### config.mk
export PLATFORM = sky130hd
export DESIGN_NAME = seat_table
export DESIGN_NICKNAME = d
export VERILOG_FILES = /design/src/rtl/seat_pkg.sv /design/src/rtl/seat_dup_scan.sv /design/src/rtl/seat_table.sv
export SDC_FILE = /design/constraint.sdc
export NUM_CORES = 1
export LEC_CHECK = 0
export ABC_AREA = 1
export BUFFER_PORTS_ARGS = -buffer_cell sky130_fd_sc_hd__clkbuf_2
export CELL_PAD_IN_SITES_DETAIL_PLACEMENT = 0
export CELL_PAD_IN_SITES_GLOBAL_PLACEMENT = 1
export CORE_ASPECT_RATIO = 0.6
export CORE_UTILIZATION = 48
export DETAILED_ROUTE_END_ITERATION = 10
export PLACE_DENSITY = 0.83
export SLEW_MARGIN = 20
export SYNTH_ARGS = -nofsm -noshare
export SYNTH_HDL_FRONTEND = slang
export SYNTH_HIERARCHICAL = 1
export SYNTH_SLANG_ARGS = --single-unit
### constraint.sdc
create_clock -name clk -period 5.02 [get_ports clk]
set_input_delay 0.753 -clock clk [delete_from_list [all_inputs] [get_ports clk]]
set_output_delay 0.753 -clock clk [all_outputs]
set_load 0.01 [all_outputs]
### src/rtl/seat_pkg.sv
// ============================================================================
// Module   : seat_pkg
// Purpose  : Shared request opcodes, response codes and FSM states for
//            seat_table.
// Revision : 1.0 - initial release
// ============================================================================
`default_nettype none

package seat_pkg;

  typedef enum logic [1:0] {
    READ      = 2'b00,
    ASSIGN    = 2'b01,
    RELEASE   = 2'b10,
    CLEAR_ALL = 2'b11
  } seat_op_e;

  typedef enum logic [1:0] {
    OK        = 2'b00,
    OCCUPIED  = 2'b01,
    DUPLICATE = 2'b10,
    BAD_SEAT  = 2'b11
  } seat_status_e;

  typedef enum logic [1:0] {
    IDLE = 2'b00,
    SCAN = 2'b01,
    RESP = 2'b10
  } seat_state_e;

endpackage

`default_nettype wire

### src/rtl/seat_dup_scan.sv
// ============================================================================
// Module   : seat_dup_scan
// Purpose  : Walks the seat table one entry per cycle looking for an occupied
//            seat that already holds the captured student number.
// Revision : 1.0 - initial release
// ============================================================================
`default_nettype none

module seat_dup_scan
  import seat_pkg::*;
#(
  parameter  int SEATS  = 32,
  parameter  int ID_W   = 32,
  localparam int SEAT_W = $clog2(SEATS)
) (
  input  logic              clk,
  input  logic              rst_n,
  input  logic              start,
  input  logic              active,
  input  logic [ID_W-1:0]   student,
  input  logic [ID_W-1:0]   entry_id,
  input  logic              entry_valid,
  output logic [SEAT_W-1:0] idx,
  output logic              match,
  output logic              done
);

  localparam logic [SEAT_W-1:0] c_last = SEAT_W'(SEATS - 1);

  logic [SEAT_W-1:0] r_idx;

  always_ff @(posedge clk or negedge rst_n) begin
    if (!rst_n) begin
      r_idx <= '0;
    end else if (start) begin
      r_idx <= '0;
    end else if (active && !match && !done) begin
      r_idx <= r_idx + SEAT_W'(1);
    end
  end

  assign idx   = r_idx;
  assign match = active && entry_valid && (entry_id == student);
  assign done  = active && (r_idx == c_last);

endmodule

`default_nettype wire

### src/rtl/seat_table.sv
// ============================================================================
// Module   : seat_table
// Purpose  : Seat-to-student table with occupancy bitmap and free counter,
//            driven by a valid/ready request port. Define
//            SEAT_TABLE_DUP_CHECK_EN to reject duplicate student numbers.
// Revision : 1.0 - initial release
// ============================================================================
`default_nettype none

module seat_table
  import seat_pkg::*;
#(
  parameter  int SEATS  = 32,
  parameter  int ID_W   = 32,
  localparam int SEAT_W = $clog2(SEATS)
) (
  input  logic                       clk,
  input  logic                       rst_n,
  input  logic                       req_valid,
  output logic                       req_ready,
  input  logic [1:0]                 req_op,
  input  logic [SEAT_W-1:0]          req_seat,
  input  logic [ID_W-1:0]            req_student,
  output logic                       rsp_valid,
  output logic [1:0]                 rsp_status,
  output logic [ID_W-1:0]            rsp_student,
  output logic [SEATS-1:0]           occupied,
  output logic [$clog2(SEATS+1)-1:0] free_count,
  output logic                       full,
  output logic                       empty
);

  localparam int                 c_cnt_w     = $clog2(SEATS + 1);
  localparam logic [c_cnt_w-1:0] c_seats_cnt = c_cnt_w'(SEATS);

  seat_state_e        r_state, w_next_state;
  logic [ID_W-1:0]    r_table [SEATS];
  logic [SEATS-1:0]   r_occ;
  logic [c_cnt_w-1:0] r_free_count;
  seat_status_e       r_rsp_status, w_rsp_status;
  logic [ID_W-1:0]    r_rsp_student, w_rsp_student;
  logic               w_rsp_load, w_commit, w_release, w_clear;
  logic [SEAT_W-1:0]  w_wr_seat;
  logic [ID_W-1:0]    w_wr_student;
  logic               w_seat_bad;
  seat_op_e           w_op;

  assign w_op       = seat_op_e'(req_op);
  assign w_seat_bad = (w_op != CLEAR_ALL) && (32'(req_seat) >= 32'(SEATS));

`ifdef SEAT_TABLE_DUP_CHECK_EN
  logic [SEAT_W-1:0] r_seat;
  logic [ID_W-1:0]   r_student;
  logic              w_scan_start, w_match, w_done;
  logic [SEAT_W-1:0] w_scan_idx;

  // The scan outlives the request cycle, so the target must be held here.
  always_ff @(posedge clk or negedge rst_n) begin
    if (!rst_n) begin
      r_seat    <= '0;
      r_student <= '0;
    end else if (r_state == IDLE && req_valid) begin
      r_seat    <= req_seat;
      r_student <= req_student;
    end
  end

  seat_dup_scan #(
    .SEATS (SEATS),
    .ID_W  (ID_W)
  ) u_dup_scan (
    .clk         (clk),
    .rst_n       (rst_n),
    .start       (w_scan_start),
    .active      (r_state == SCAN),
    .student     (r_student),
    .entry_id    (r_table[w_scan_idx]),
    .entry_valid (r_occ[w_scan_idx]),
    .idx         (w_scan_idx),
    .match       (w_match),
    .done        (w_done)
  );
`endif

  always_ff @(posedge clk or negedge rst_n) begin
    if (!rst_n) r_state <= IDLE;
    else        r_state <= w_next_state;
  end

  always_comb begin
    w_next_state  = r_state;
    w_rsp_load    = 1'b0;
    w_rsp_status  = OK;
    w_rsp_student = '0;
    w_commit      = 1'b0;
    w_release     = 1'b0;
    w_clear       = 1'b0;
    w_wr_seat     = req_seat;
    w_wr_student  = req_student;
`ifdef SEAT_TABLE_DUP_CHECK_EN
    w_scan_start  = 1'b0;
`endif
    unique case (r_state)
      IDLE: begin
        if (req_valid) begin
          w_next_state = RESP;
          w_rsp_load   = 1'b1;
          if (w_seat_bad) begin
            w_rsp_status = BAD_SEAT;
          end else begin
            case (w_op)
              READ:      w_rsp_student = r_occ[req_seat] ? r_table[req_seat] : '0;
              ASSIGN: begin
                if (r_occ[req_seat]) begin
                  w_rsp_status = OCCUPIED;
                end else begin
`ifdef SEAT_TABLE_DUP_CHECK_EN
                  w_next_state = SCAN;
                  w_rsp_load   = 1'b0;
                  w_scan_start = 1'b1;
`else
                  w_commit     = 1'b1;
`endif
                end
              end
              RELEASE:   w_release = 1'b1;
              CLEAR_ALL: w_clear   = 1'b1;
              default:   ;
            endcase
          end
        end
      end
`ifdef SEAT_TABLE_DUP_CHECK_EN
      SCAN: begin
        if (w_match) begin
          w_next_state = RESP;
          w_rsp_load   = 1'b1;
          w_rsp_status = DUPLICATE;
        end else if (w_done) begin
          w_next_state = RESP;
          w_rsp_load   = 1'b1;
          w_commit     = 1'b1;
          w_wr_seat    = r_seat;
          w_wr_student = r_student;
        end
      end
`endif
      RESP:    w_next_state = IDLE;
      default: w_next_state = IDLE;
    endcase
  end

  // Table contents are deliberately not reset; r_occ masks stale entries.
  always_ff @(posedge clk) begin
    if (w_commit) r_table[w_wr_seat] <= w_wr_student;
  end

  always_ff @(posedge clk or negedge rst_n) begin
    if (!rst_n) begin
      r_occ         <= '0;
      r_free_count  <= c_seats_cnt;
      r_rsp_status  <= OK;
      r_rsp_student <= '0;
    end else begin
      if (w_clear) begin
        r_occ        <= '0;
        r_free_count <= c_seats_cnt;
      end else if (w_commit) begin
        r_occ[w_wr_seat] <= 1'b1;
        r_free_count     <= r_free_count - c_cnt_w'(1);
      end else if (w_release) begin
        r_occ[req_seat] <= 1'b0;
        if (r_occ[req_seat]) r_free_count <= r_free_count + c_cnt_w'(1);
      end
      if (w_rsp_load) begin
        r_rsp_status  <= w_rsp_status;
        r_rsp_student <= w_rsp_student;
      end
    end
  end

  assign req_ready   = (r_state == IDLE);
  assign rsp_valid   = (r_state == RESP);
  assign rsp_status  = r_rsp_status;
  assign rsp_student = r_rsp_student;
  assign occupied    = r_occ;
  assign free_count  = r_free_count;
  assign full        = (r_free_count == '0);
  assign empty       = (r_free_count == c_seats_cnt);

endmodule

`default_nettype wire

==> run_results.csv <==
group,metric,value,unit
outcome,status,"complete, no violations",
setup_path,path_cells,"clkbuf_2 -> inv_2 -> nand2_1 -> nand2_1 -> nand2_1 -> nand2_1 -> nand2_1 -> nand2_1 -> nor2_4 -> nand3_4 -> buf_12 -> nor2_4 -> buf_4",
synth,synth_top_flop_cell,"edfxtp_1",
placed_design,numPortBuffers,116,
global_routing,grt_pass1_wl,172000,um
floorplanning,ios,118,
global_routing,grtUsageTotal,0.272,
drt,drc,0,
layout,synthToLayoutAreaGrowth,13.2,%
synth,synth-edff-count,1024,
synth,synth.top_cell.area_share,0.744,
timing,fin_crit,3400,ps
synth,yosys.area.top_type,"edfxtp_1",
clock_network,cts_hold_buffers,0,
setup_path,reg2reg_slack,1690,ps
global_routing,grt_max_degree,121,
clock_network,clk_pin_slew,70,ps
synth,ys_top_cells_by_area,"edfxtp_1, a22oi_1, nand2_1, dfrtp_1, clkbuf_1",
power,ir_drop,0.291,mV
global_routing,grt_pass1_vias,24700,
synth,synth_most_common_cell,"edfxtp_1",
clock_network,insertion_delay,670,ps
clock_network,cts_buffers,93,
timing,final.setup.tns,0,ps
setup_path,cpMostUsedCell,"nand2_1",
clock_network,ctsResizeCount,0,
drt,dr.pass1.iters,6,
timing,rsz0062_at_grt,"no",
floorplanning,die_h,229,um
clock_network,cts_tree,"built",
timing,report.final.setup_viol,0,
drt,wirelength,120000,um
synth,synth.top_cells.by_count,"edfxtp_1, nand2_1, a22oi_1",
setup_path,critical_path_class,"input port to flip-flop",
setup_path,arrival,3740,ps
clock_network,cts-root-buf,"clkbuf_16",
synth,syn_inst,2721,
synth,syn_area,41300,um2
drt,vias,25800,
timing,fin_crit_sh,0.677,
global_routing,overflow,0,
placed_design,hpwl,60500,um
setup_path,critPathMaxStageDelay,460,ps
setup_path,crit_fanout,23,
setup_path,crit_family,"simple AND/OR/NAND/NOR gates",
drt,wl_per_cell,29.7,um
setup_path,start_kind,"input port",
floorplanning,start_util,0.490,
power,power_leakage,15.9,nW
layout,fin_nets,2875,
timing,final_max_slew_viol_count,0,
placed_design,place_ws,1020,ps
synth,postSynthNetCount,2765,
clock_network,htreeDepth,3,
synth,async_flop_share,0.0657,
floorplanning,design.core.area,84300,um2
setup_path,crit_required,5360,ps
floorplanning,fp.dieW,381,um
timing,worstMarginPinSlew,1100,ps
power,power.density,392,nW/um2
hold_path,hold_path_class,"input port to async pin",
clock_network,cts_buffer_depth,3,
drt,antenna_left,0,
setup_path,cp_num_buf_inv,4,
synth,ys_ff_latch,1096,
synth,synth.distinct_cells,33,
setup_path,endpoint_kind,"flip-flop",
timing,hold_violations,0,
synth,yosys_warnings,6,
placed_design,gp_congestion,0.860,
drt,drt_iter0_markers,3960,
floorplanning,rows,82,
synth,synth_seq_area_share,0.788,
timing,finClkSkew,21.5,ps
timing,fmax,0.294,GHz
setup_path,cp_slowest_cell,"nand3_4",
floorplanning,die_area,87300,um2
timing,setup_ws,1620,ps
layout,drive_above_1_share,0.128,
clock_network,clkSinkCount,1096,
timing,max_slew_margin,0.259,
synth,postSynthAreaPerCell,15.2,um2
clock_network,post_cts_buffers,0,
global_routing,antenna_found_initial,5,
job,drv_cap,0,
drt,vias_per_cell,6.39,
## state kept, by name, summed over array words and instances (netlist names)
signal / count
r_table: 1024
occupied: 32
rsp_student: 32
free_count: 6
r_state: 1
rsp_status: 1
## metrics by stage
step            util  std cells  power, mW  instance area (um2)  hold WS [ps]
2_1_floorplan      -       2721       10.8                41300           457
3_3_place_gp   0.519       3870       11.3                43800           478
3_5_place_dp   0.519       3870       11.3                43800           472
4_1_cts        0.554       4039       18.4                46800          14.7
5_1_grt        0.554       4039       18.8                46800          29.3
6_report       0.555       4040       18.3                46800          33.9
## cells in the final DEF (no fill, tap or decap), drive strengths merged
cell / n
inv: 33
edfxtp: 1024
clkbuf: 236
dfrtp: 71
dfstp: 1
a22o: 21
o21bai: 1
a21oi: 34
bufinv: 9
nor2: 46
clkinvlp: 7
a221oi: 7
conb: 1
a21boi: 26
o21ai: 51
xor2: 2
nand3: 7
nand2: 641
nand4: 49
nor3: 11
buf: 64
xnor2: 1
o22ai: 4
o41ai: 12
clkinv: 30
a2111oi: 1
ha: 2
a31oi: 1
a22oi: 512
diode: 1
## layer usage
metal / up-vias / part of all wire / track usage / wire (um)
met3: 247 / 0.12 / 0.0631 / 14500
li1: 10800 / - / - / -
met4: 6 / 0.028 / 0.0796 / 3340
met5: - / 0.00030 / 0 / 36
met2: 1810 / 0.44 / 0.398 / 52500
met1: 13000 / 0.41 / 0.405 / 49500
## worst register-to-register path, delay by kind of cell (launching register included)
| family | cells | cell delay [ps] |
|---|---|---|
| buffers and inverters | 3 | 890 |
| and+or+nand+nor | 4 | 1750 |
| DFF | 1 | 370 |
## area by class of cell
cell class	count	area [um2]
antenna	1	2.50
clock buffer	121	2460
clock inverter	48	514
fill	6527	37600
inverter	31	131
multi-input combinational	1430	8300
sequential	1096	32600
tap	1134	1420
timing repair buffer	179	1380
## path summary, 6_finish.rpt
path,from,end,cells past startpoint
max,req_seat[0],r_table[11][26],13
min,rst_n,occupied[6],1
max in group asynchronous,rst_n,rsp_student[11],2
min in group clk,rsp_student[26],rsp_student[26],2
max reg2reg,r_state[1],r_table[11][26],7
min reg2reg,rsp_student[26],rsp_student[26],2
## cells by family after synthesis
kind of cell	count (synthesis)	synth area share
and+or+nand+nor	754	0.0738
other	1	0.0000908
DFF	1096	0.788
buffers and inverters	195	0.0188
adders and majority gates	2	0.000606
AOI/OAI and AO/OA	670	0.118
xor gates and xnor gates	3	0.000636
## report_power, final
group / leakage, nW / switching, mW / internal (mW)
logic: 4.25 / 0.728 / 0.273
registers: 10.2 / 0.0752 / 10.0
clock network: 1.44 / 3.26 / 3.94
Power figures use the tool's default switching activity.
